===== src/rtl/order_msg_pkg.sv =====
// Shared definitions for the order-message byte stream: type codes, message lengths, FSM encoding.
// Also imported by the order-book path so both sides agree on framing.
package order_msg_pkg;

    typedef enum logic {
        ST_IDLE = 1'b0,
        ST_BODY = 1'b1
    } state_t;

    localparam logic [7:0] MSG_ADD    = 8'h41;
    localparam logic [7:0] MSG_CANCEL = 8'h58;
    localparam logic [7:0] MSG_EXEC   = 8'h45;

    // Total message lengths including the type byte.
    localparam int LEN_ADD    = 7;
    localparam int LEN_CANCEL = 3;
    localparam int LEN_EXEC   = 5;

    function automatic logic is_msg_type(input logic [7:0] b);
        return (b == MSG_ADD) || (b == MSG_CANCEL) || (b == MSG_EXEC);
    endfunction

    // Number of field bytes that follow the type byte.
    function automatic logic [2:0] body_len(input logic [7:0] t);
        case (t)
            MSG_ADD:    return 3'(LEN_ADD - 1);
            MSG_CANCEL: return 3'(LEN_CANCEL - 1);
            MSG_EXEC:   return 3'(LEN_EXEC - 1);
            default:    return 3'd0;
        endcase
    endfunction

endpackage


===== src/rtl/order_msg_decoder.sv =====
// Decodes big-endian add/cancel/execute messages from a never-stalling byte stream
// into one-cycle command strobes, with an inter-byte timeout and error counting.
//
// state   | meaning
// IDLE    | waiting for a type byte; bad type bytes are dropped and counted
// BODY    | collecting field bytes; byte_cnt indexes them, idle_cnt times out gaps
module order_msg_decoder
    import order_msg_pkg::*;
#(
    parameter int ID_BITS     = 10,
    parameter int DATA_BITS   = 16,
    parameter int TIMEOUT_CYC = 255
) (
    input  logic                 clk,
    input  logic                 rst_n,
    input  logic                 s_valid,
    input  logic [7:0]           s_data,
    output logic                 s_ready,
    output logic                 ADD,
    output logic                 CANCEL,
    output logic                 EXEC,
    output logic [ID_BITS-1:0]   order_id_out,
    output logic [DATA_BITS-1:0] price_out,
    output logic [DATA_BITS-1:0] size_out,
    output logic [7:0]           err_cnt,
    output logic [15:0]          msg_cnt
);

    localparam int IDLE_W = (TIMEOUT_CYC > 1) ? $clog2(TIMEOUT_CYC) : 1;
    localparam logic [IDLE_W-1:0] IDLE_LOAD = IDLE_W'(TIMEOUT_CYC - 1);

    state_t            state;
    logic [7:0]        msg_type;
    logic [2:0]        byte_cnt;
    logic [IDLE_W-1:0] idle_cnt;
    logic [39:0]       field_sr;

    logic              accept;
    logic              last_byte;
    logic              id_ok;
    logic [47:0]       body;
    logic [15:0]       id_f;
    logic [15:0]       price_f;
    logic [15:0]       size_f;

    assign accept    = s_valid & s_ready;
    assign body      = {field_sr, s_data};
    assign last_byte = (byte_cnt == body_len(msg_type) - 3'd1);

    // Fields are right-aligned in body at the moment the final byte is on s_data.
    always_comb begin
        id_f    = 16'd0;
        price_f = 16'd0;
        size_f  = 16'd0;
        case (msg_type)
            MSG_ADD: begin
                id_f    = body[47:32];
                price_f = body[31:16];
                size_f  = body[15:0];
            end
            MSG_CANCEL: id_f = body[15:0];
            MSG_EXEC: begin
                id_f   = body[31:16];
                size_f = body[15:0];
            end
            default: ;
        endcase
        id_ok = ((id_f >> ID_BITS) == 16'd0);
    end

    always_ff @(posedge clk) begin
        if (!rst_n) begin
            state        <= ST_IDLE;
            msg_type     <= 8'd0;
            byte_cnt     <= 3'd0;
            idle_cnt     <= '0;
            field_sr     <= 40'd0;
            s_ready      <= 1'b0;
            ADD          <= 1'b0;
            CANCEL       <= 1'b0;
            EXEC         <= 1'b0;
            order_id_out <= '0;
            price_out    <= '0;
            size_out     <= '0;
            err_cnt      <= 8'd0;
            msg_cnt      <= 16'd0;
        end else begin
            s_ready <= 1'b1;
            ADD     <= 1'b0;
            CANCEL  <= 1'b0;
            EXEC    <= 1'b0;
            case (state)
                ST_IDLE: begin
                    if (accept) begin
                        if (is_msg_type(s_data)) begin
                            msg_type <= s_data;
                            byte_cnt <= 3'd0;
                            idle_cnt <= IDLE_LOAD;
                            state    <= ST_BODY;
                        end else if (err_cnt != 8'hFF) begin
                            err_cnt <= err_cnt + 8'd1;
                        end
                    end
                end
                ST_BODY: begin
                    if (accept) begin
                        field_sr <= {field_sr[31:0], s_data};
                        idle_cnt <= IDLE_LOAD;
                        if (last_byte) begin
                            state    <= ST_IDLE;
                            byte_cnt <= 3'd0;
                            if (id_ok) begin
                                order_id_out <= id_f[ID_BITS-1:0];
                                msg_cnt      <= msg_cnt + 16'd1;
                                case (msg_type)
                                    MSG_ADD: begin
                                        ADD       <= 1'b1;
                                        price_out <= DATA_BITS'(price_f);
                                        size_out  <= DATA_BITS'(size_f);
                                    end
                                    MSG_EXEC: begin
                                        EXEC     <= 1'b1;
                                        size_out <= DATA_BITS'(size_f);
                                    end
                                    default: CANCEL <= 1'b1;
                                endcase
                            end else if (err_cnt != 8'hFF) begin
                                err_cnt <= err_cnt + 8'd1;
                            end
                        end else begin
                            byte_cnt <= byte_cnt + 3'd1;
                        end
                    end else if (idle_cnt == '0) begin
                        state    <= ST_IDLE;
                        byte_cnt <= 3'd0;
                        if (err_cnt != 8'hFF)
                            err_cnt <= err_cnt + 8'd1;
                    end else begin
                        idle_cnt <= idle_cnt - 1'b1;
                    end
                end
                default: state <= ST_IDLE;
            endcase
        end
    end

endmodule


===== config.mk =====
export PLATFORM = sky130hd
export DESIGN_NAME = order_msg_decoder
export DESIGN_NICKNAME = d
export VERILOG_FILES = /design/src/rtl/order_msg_pkg.sv /design/src/rtl/order_msg_decoder.sv
export SDC_FILE = /design/constraint.sdc
export NUM_CORES = 1
export LEC_CHECK = 0
export ABC_AREA = 1
export ABC_CLOCK_PERIOD_IN_PS = 4300
export CAP_MARGIN = 0
export CORE_UTILIZATION = 65
export CTS_CLUSTER_SIZE = 16
export DETAILED_ROUTE_END_ITERATION = 6
export DONT_BUFFER_PORTS = 1
export PLACE_DENSITY = 0.81
export REMOVE_ABC_BUFFERS = 1
export SLEW_MARGIN = 20
export SYNTH_ARGS = -nofsm -noshare
export SYNTH_HDL_FRONTEND = slang
export SYNTH_SLANG_ARGS = --single-unit

===== constraint.sdc =====
create_clock -name clk -period 4.3 [get_ports clk]
set_input_delay 0.43 -clock clk [delete_from_list [all_inputs] [get_ports clk]]
set_output_delay 0.43 -clock clk [all_outputs]
set_load 0.02 [all_outputs]

==> summary.txt, run 1 <==
Outcome
  • Result of the run: completed

CTS
  • CTS Sinks: 130
  • Skew-Pair Late Insertion Delay: 0.52 ns
  • H-tree depth: 4
  • Total CTS buffers: 17
  • Clock tree root driver cell: clkbuf_8
  • Number of gates resized after CTS: 0
  • Clock tree buffer depth: 2
  • Clock slew at the register clock pins of the worst setup and hold paths: 0.06 ns
  • TritonCTS clock tree: built

GRT
  • First-pass GRT wire length: 21.7 mm
  • Overall global routing resource usage: 30.6%
  • Grt ovf: 0
  • Maximum number of pins on one net before global-route repair: 74
  • Vias in the first global route: 4884
  • Number of antenna violations at the first check in global routing: 0

Logic synthesis
  • Share of the yosys chip area belonging to registers: 45.1%
  • Cell count after synthesis: 787
  • Avg Inst Size Synth: 7.33 sq um
  • Flip-flop and latch count after synthesis: 130
  • Synth Warn #: 0
  • Library cells used by synthesis: 36
  • Post-synthesis instance area: 5770 sq um

Die
  • Floorplan die height: 96.2 microns
  • Number of top-level pins: 81
  • Die outline width: 96.2 microns
  • Rows: 33
  • Starting density of the core: 68.8%
  • Die Footprint: 9250 sq um
  • Core area: 8380 sq um

Critical path
  • Maximum fanout count along the critical path: 51
  • Critical Path End Type: flip-flop
  • Flop-to-flop setup slack: 1.61 ns
  • Startpoint-to-endpoint class of the critical path: flip-flop to flip-flop
  • Setup crit start kind: flip-flop
  • Required @ worst endpoint: 4.74 ns
  • Endpoint arrival time on the critical path: 3.14 ns

Timing
  • Worst slew margin relative to its limit: 33.0%
  • Shortest clock period the worst path allows after layout: 2.69 ns
  • Final setup fails: 0
  • Final-layout setup total negative slack: 0 ns
  • Maximum clock frequency: 0.371 GHz
  • Transition time of the tightest slew-check pin: 1.00 ns
  • Final hold viol count: 0
  • Crit share post-route: 62.6%
  • Worst Hold Margin: 0.0362 ns
  • Number of slew-limit violations in the final report: 0
  • Unrepaired setup endpoints after global routing: no
  • Layout Skew: 0.0111 ns

Layout
  • Combined flip-flop and latch cell area: 2600 sq um
  • Antenna cells: 0
  • Signed area change from the synthesized netlist to the final layout: 9.87%
  • Ratio of cells with drive above 1 in the final layout: 8.79%
  • Final-stage net count: 787
  • Fill cells: 655
  • Highest-count cells in the layout ignoring fill and taps: nand2_1 (157), dfxtp_1 (130), nor2_1 (101), a21oi_1 (92), inv_1 (67)
  • Total area of multi-input combinational cells: 2690 sq um
  • Most common cell after layout, fill and taps aside: nand2_1

Power
  • P per Cell Area: 431 nW/um^2
  • Leakage component of the power: 2.59 nW
  • Peak ir drop on the vdd network: 0.000259 V

Worst hold path
  • Worst hold path class: primary input to flip-flop

Route
  • Total wirelength of the detailed-routed design: 13.3 mm
  • Post-detailed-route count of antenna-violating nets: 0
  • DRT iter0 DRCs: 327
  • Detail-routed net length per standard cell: 15.0 microns
  • Detailed-route vias per instance: 5.77
  • Total via count in the routed design: 5137
  • Residual DRC count: 0
  • Number of detailed-routing iterations run before antenna repair: 6

Placement
  • Number of port buffers: 0
  • HPWL after DPL: 8.41 mm
  • Final GP Congestion: 0.893

Run
  • MaxCap Viol Count: 0
-- where the power goes --
group | total (mW) | leakage, nW | internal (mW) | switching (mW)
Clock | 1.48 | 0.295 | 0.959 | 0.525
Combinational | 0.0362 | 1.25 | 0.00963 | 0.0265
Sequential | 1.21 | 1.05 | 1.21 | 0.00470
Total | 2.73 | 2.59 | 2.18 | 0.556
-- synth_stat cells --
cell type,count,share of area [%]
inv_1,67,4.4
o211ai_1,2,0.26
xnor2_1,3,0.46
nor2_1,101,6.6
o221ai_1,5,0.76
o22ai_1,3,0.33
ha_1,4,0.87
nor3_4,1,0.28
o31ai_1,3,0.39
nand3_2,6,1.0
buf_6,6,1.2
nor3_1,9,0.78
nor2_2,5,0.54
xor2_1,18,2.7
clkbuf_1,20,1.3
nand2_2,9,0.98
or2_2,3,0.33
o21ai_0,51,4.4
nand2_1,157,10
o21ai_1,4,0.35
a21oi_1,92,8.0
a221oi_1,1,0.15
nor2_4,5,0.98
clkbuf_4,1,0.13
nand3_1,60,5.2
buf_2,6,0.52
nand3_4,1,0.30
nand2_4,1,0.20
inv_2,5,0.33
dfxtp_1,130,45
a31oi_1,1,0.11
buf_1,2,0.13
buf_4,2,0.26
o21a_1,1,0.13
a211oi_1,1,0.13
o21ai_2,1,0.15
-- layer usage --
layer / GRT usage (%) / share of wire (%) / vias to the layer above
met1: 36.4 / 42 / 2371
met2: 50.9 / 47 / 210
met4: 13.8 / 2.3 / 0
met3: 8.53 / 8.6 / 35
li1: - / - / 2521
met5: 0 / 0 / -
-- timing repair --
item	4_1_cts	5_1_grt
endpoints found under the hold margin	1	0
buffers inserted	0	0
hold buffers	1	0
-- state kept, by name (all words and copies together), names as in the netlist --
signal / flops
ADD: 1
CANCEL: 1
EXEC: 1
byte_cnt: 3
err_cnt: 8
field_sr: 40
idle_cnt: 8
msg_cnt: 16
msg_type: 8
order_id_out: 10
price_out: 16
s_ready: 1
size_out: 16
state: 1
-- cells by family after synthesis --
logic type	Yosys count	synth area share, %
AOI/OAI and AO/OA	165	15.2
xor gates and xnor gates	21	3.19
adders and majority gates	4	0.868
buffers and inverters	109	8.20
DFF	130	45.1
and+or+nand+nor	358	27.4
-- final timing paths --
check | start | end | depth (start not counted)
max | s_ready | price_out[7] | 9
max reg2reg | s_ready | price_out[7] | 9
min reg2reg | msg_type[7] | msg_type[7] | 2
min | rst_n | size_out[7] | 2
-- layout make-up --
| type | count | area share, % |
|---|---|---|
| sequential | 130 | 41.1 |
| inverter | 72 | 4.27 |
| clock buffer | 20 | 6.87 |
| multi-input combinational | 548 | 42.5 |
| timing repair buffer | 3 | 0.395 |
| clock inverter | 12 | 2.84 |
| tap | 105 | 2.07 |
-- per-stage QoR --
step	instance area (sq um)	setup slack, ns	cells	total power, mW	util (%)
finish	6330	1.61	890	2.73	75.6
global route	6330	1.30	890	2.80	75.6
CTS	6330	1.58	890	2.74	75.6
detailed placement	5710	1.60	857	1.27	68.1
global placement	5710	1.70	857	1.27	68.1
floorplan	5560	1.86	750	1.26	-
-- critical path, stage by stage, from the launching register on --
cell and delay, ns:
dfxtp_1 0.46, nand2_2 0.20, nor2_4 0.11, buf_4 0.39
nand2_1 0.17, nor2_4 0.27, inv_2 0.07, nor2_4 0.59
nand3_1 0.17, a21oi_1 0.16
Power figures use the tool's default switching activity.
==> run 2, diff against run 1 <==
Settings changed: ABC_AREA 1 to 0, ABC_CLOCK_PERIOD_IN_PS 4300 to 2230, CORE_UTILIZATION 65 to 57, PLACE_DENSITY 0.81 to 0.75.
Clock period 4.3 ns to 2.23 ns, I/O delays scaled along.
==> run 2 against run 1 <==
The run now ends with setup timing left. Final area rose by 12%. Synthesized cell count decreased by 14%. Area after synthesis down 1.6%. Global-route usage decreased by 0.98 points. First-iteration DRC count down 29%. Critical path depth decreased by 2. Register-to-register slack worse by 1.7 ns. Via count increased by 0.25%. Sequential power grew 93%. Maximum frequency grew 16%. Clock-buffer cell count is 2 lower. Total power up 95%. Critical path type unchanged.
==> summary.txt, run 2 <==
Logic synthesis
  • Share of the yosys chip area belonging to registers: 45.9%
  • Fraction of post-synthesis cell area in the top cell type by area: 45.9%
  • Mux share of post-synthesis cell area: 9.90%
  • Area fraction in compound gates after synthesis: 12.6%
  • Simple logic cell fraction of the synthesized area: 26.2%
  • Post-synthesis instance area: 5680 sq um
  • Cells taking the most area after synthesis: dfxtp_1 (46%), nand2_1 (12%), mux2i_1 (9.7%)
  • Area share of fa/ha/maj cells after synthesis: 0.882%
  • Library cells used by synthesis: 56
  • Flip-flop and latch count after synthesis: 130
  • Largest family of logic cells by synthesized area: simple AND/OR/NAND/NOR gates
  • Avg Inst Size Synth: 8.38 sq um
  • Number of synthesized flops with an enable pin: 0
  • Top flip-flop cell by instance count after synthesis: dfxtp_1
  • Cell count after synthesis: 677
  • Share of the synthesized netlist area taken by xor and xnor gates: 0.772%
  • Synth Warn #: 0
  • Top cell types by occurrence after synthesis: nand2_1 (178), dfxtp_1 (130), a21oi_1 (82), mux2i_1 (55), clkbuf_1 (38)
  • Post-synthesis async set-or-reset flop share: 0%
  • Count leader, synth: nand2_1
  • Largest area contributor in the netlist: dfxtp_1

Critical path
  • Setup crit start kind: flip-flop
  • Largest stage delay on the critical path: 0.53 ns
  • Critical Path End Type: flip-flop
  • Required @ worst endpoint: 2.67 ns
  • Maximum fanout count along the critical path: 10
  • Flop-to-flop setup slack: -0.09 ns
  • Endpoint arrival time on the critical path: 2.76 ns
  • Reg-to-Reg End: msg_cnt[14]
  • Origin of the critical flop-to-flop path: field_sr[21]
  • Cell-by-cell trace of the critical path: or4b_1, nor4_2, nor3_2, or2_4, buf_12, nor4_1, mux2i_1
  • Worst reg-to-reg path cell count: 7
  • Slowest cell on the critical path: or4b_1
  • Startpoint-to-endpoint class of the critical path: flip-flop to flip-flop

Layout
  • Fill cells: 718
  • Ratio of cells with drive above 1 in the final layout: 18.3%
  • Antenna cells: 0
  • Largest register by flop count: field_sr
  • Signed area change from the synthesized netlist to the final layout: 24.8%
  • Highest-count cells in the layout ignoring fill and taps: nand2_1 (176), dfxtp_1 (127), a21oi_1 (78), mux2i_1 (54), buf_4 (46)
  • Final-stage net count: 729
  • Most common cell after layout, fill and taps aside: nand2_1
  • Max FFs per register: 40

Route
  • Residual DRC count: 0
  • Top layer in use: met4
  • Amount of wire on met2 after detailed routing: 7.74 mm
  • DRT iter0 DRCs: 232
  • Detail-routed net length per standard cell: 17.7 microns
  • Met3 WL: 870 microns
  • Total wirelength of the detailed-routed design: 15.2 mm
  • Number of detailed-routing iterations run before antenna repair: 6
  • Metal-1 WL: 6.16 mm
  • Total via count in the routed design: 5150
  • Post-detailed-route count of antenna-violating nets: 0
  • Detailed-route vias per instance: 6.00

Timing
  • Number of slew-limit violations in the final report: 0
  • Crit share post-route: 104%
  • Worst slew margin relative to its limit: 61.0%
  • Worst Hold Margin: 0.0416 ns
  • Final setup fails: 31
  • Final WS setup: -0.0897 ns
  • Maximum clock frequency: 0.431 GHz
  • Layout Skew: 0.00696 ns
  • Shortest clock period the worst path allows after layout: 2.32 ns
  • Final-layout setup total negative slack: -1.09 ns
  • Final hold viol count: 0
  • Transition time of the tightest slew-check pin: 0.584 ns
  • Unrepaired setup endpoints after global routing: yes

GRT
  • Vias in the first global route: 4969
  • Maximum number of pins on one net before global-route repair: 102
  • Overall global routing resource usage: 29.6%
  • Grt ovf: 0
  • First-pass GRT wire length: 23.4 mm
  • Number of antenna violations at the first check in global routing: 0

Placement
  • Final GP Congestion: 0.798
  • Placement Setup Slack: -0.0854 ns
  • HPWL after DPL: 9.21 mm
  • Number of port buffers: 0

Die
  • Die outline width: 102 microns
  • Die Footprint: 10400 sq um
  • Core area: 9730 sq um
  • Floorplan die height: 102 microns
  • Starting density of the core: 58.3%
  • Rows: 36
  • Number of top-level pins: 81

CTS
  • Total CTS buffers: 17
  • TritonCTS clock tree: built
  • Clock tree root driver cell: clkbuf_8
  • Clock tree buffer depth: 2
  • CTS Sinks: 130
  • Skew-Pair Late Insertion Delay: 0.53 ns
  • H-tree depth: 4
  • Clock slew at the register clock pins of the worst setup and hold paths: 0.06 ns

Power
  • P per Cell Area: 753 nW/um^2
  • Leakage component of the power: 2.46 nW
  • Peak ir drop on the vdd network: 0.000449 V

Outcome
  • Result of the run: finished, violations left
  • Violations in the final reports: setup timing

Worst hold path
  • Worst hold path class: primary input to flip-flop
  • Destination of the worst hold path: s_ready
  • WHS Path Cells: 1
  • Hold_sp: rst_n

Run
  • MaxCap Viol Count: 0
## run 2: cell types whose count changed in the layout (fill, tap and decap cells not counted), moves of 43 or more
cell     delta
nor2_1     -73
o21ai_0    -43
nand3_1    -46
inv_1      -63
buf_4      +44
mux2i_1    +54
## run 2: final cells by class
cell class	count	area [sq um]	share of cell area [%]
multi-input cells	498	3090	43.7
flip-flops and latches	130	2610	36.8
repair buffers	62	583	8.23
clock buffers	18	428	6.04
clock inverters	13	185	2.62
well taps	133	166	2.35
inverters	5	18.8	0.265
## run 2: worst max path at each step
| stage | startpoint | to | slack, ns | cells after the start |
|---|---|---|---|---|
| global route | field_sr[37] | msg_cnt[3] | -0.18 | 8 |
| floorplan | s_ready | price_out[0] | -0.86 | 5 |
| detailed placement | msg_type[7] | err_cnt[1] | -0.09 | 7 |
| CTS | field_sr[21] | price_out[3] | -0.06 | 8 |
| global placement | field_sr[37] | msg_cnt[3] | -0.05 | 7 |
| finish | field_sr[21] | msg_cnt[14] | -0.09 | 7 |
## run 2: what timing repair did
action,4_1_cts,5_1_grt
endpoints found under the hold margin,74,0
gates resized for setup,9,43
gates cloned,1,1
setup endpoints to repair,54,65
pin swaps,4,10
setup buffers,0,0
hold buffers,9,0
## run 2: power breakdown
group          total (mW)  switching [mW]  internal, mW  leakage, nW
combinational       0.130          0.0877        0.0418         1.12
sequential           2.33         0.00268          2.33         1.05
clock                2.87            1.04          1.84        0.297
total                5.33            1.13          4.21         2.46
## run 2: critical path, delay by kind of cell, from the launching register on
kind / cells / cell delay (ns)
and+or+nand+nor: 5 / 1.50
muxes: 1 / 0.27
buffers and inverters: 1 / 0.16
DFF: 1 / 0.31
## run 2: metrics by stage
step	total power, mW	cell area (sq um)	util, %	instances
global route	5.47	7080	72.8	859
detailed placement	2.45	6090	62.6	817
finish	5.33	7080	72.8	859
global placement	2.45	6090	62.6	817
CTS	5.35	6860	70.5	858
floorplan	2.43	5480	-	633
## run 2: per-layer routing
metal  vias to the layer above  track usage [%]
met5                         -                0
met4                         0             15.7
met3                        45             8.76
met2                       174             50.5
met1                      2496             33.3
li1                       2435                -
## run 2: cell families (layout without fill, tap and decap cells)
family | count (synthesis) | after routing
fa+ha+maj | 4 | 4
xor+xnor | 5 | 5
compound gates | 125 | 125
mux | 56 | 56
buf+inv | 49 | 98
flops | 130 | 130
simple gates | 308 | 308
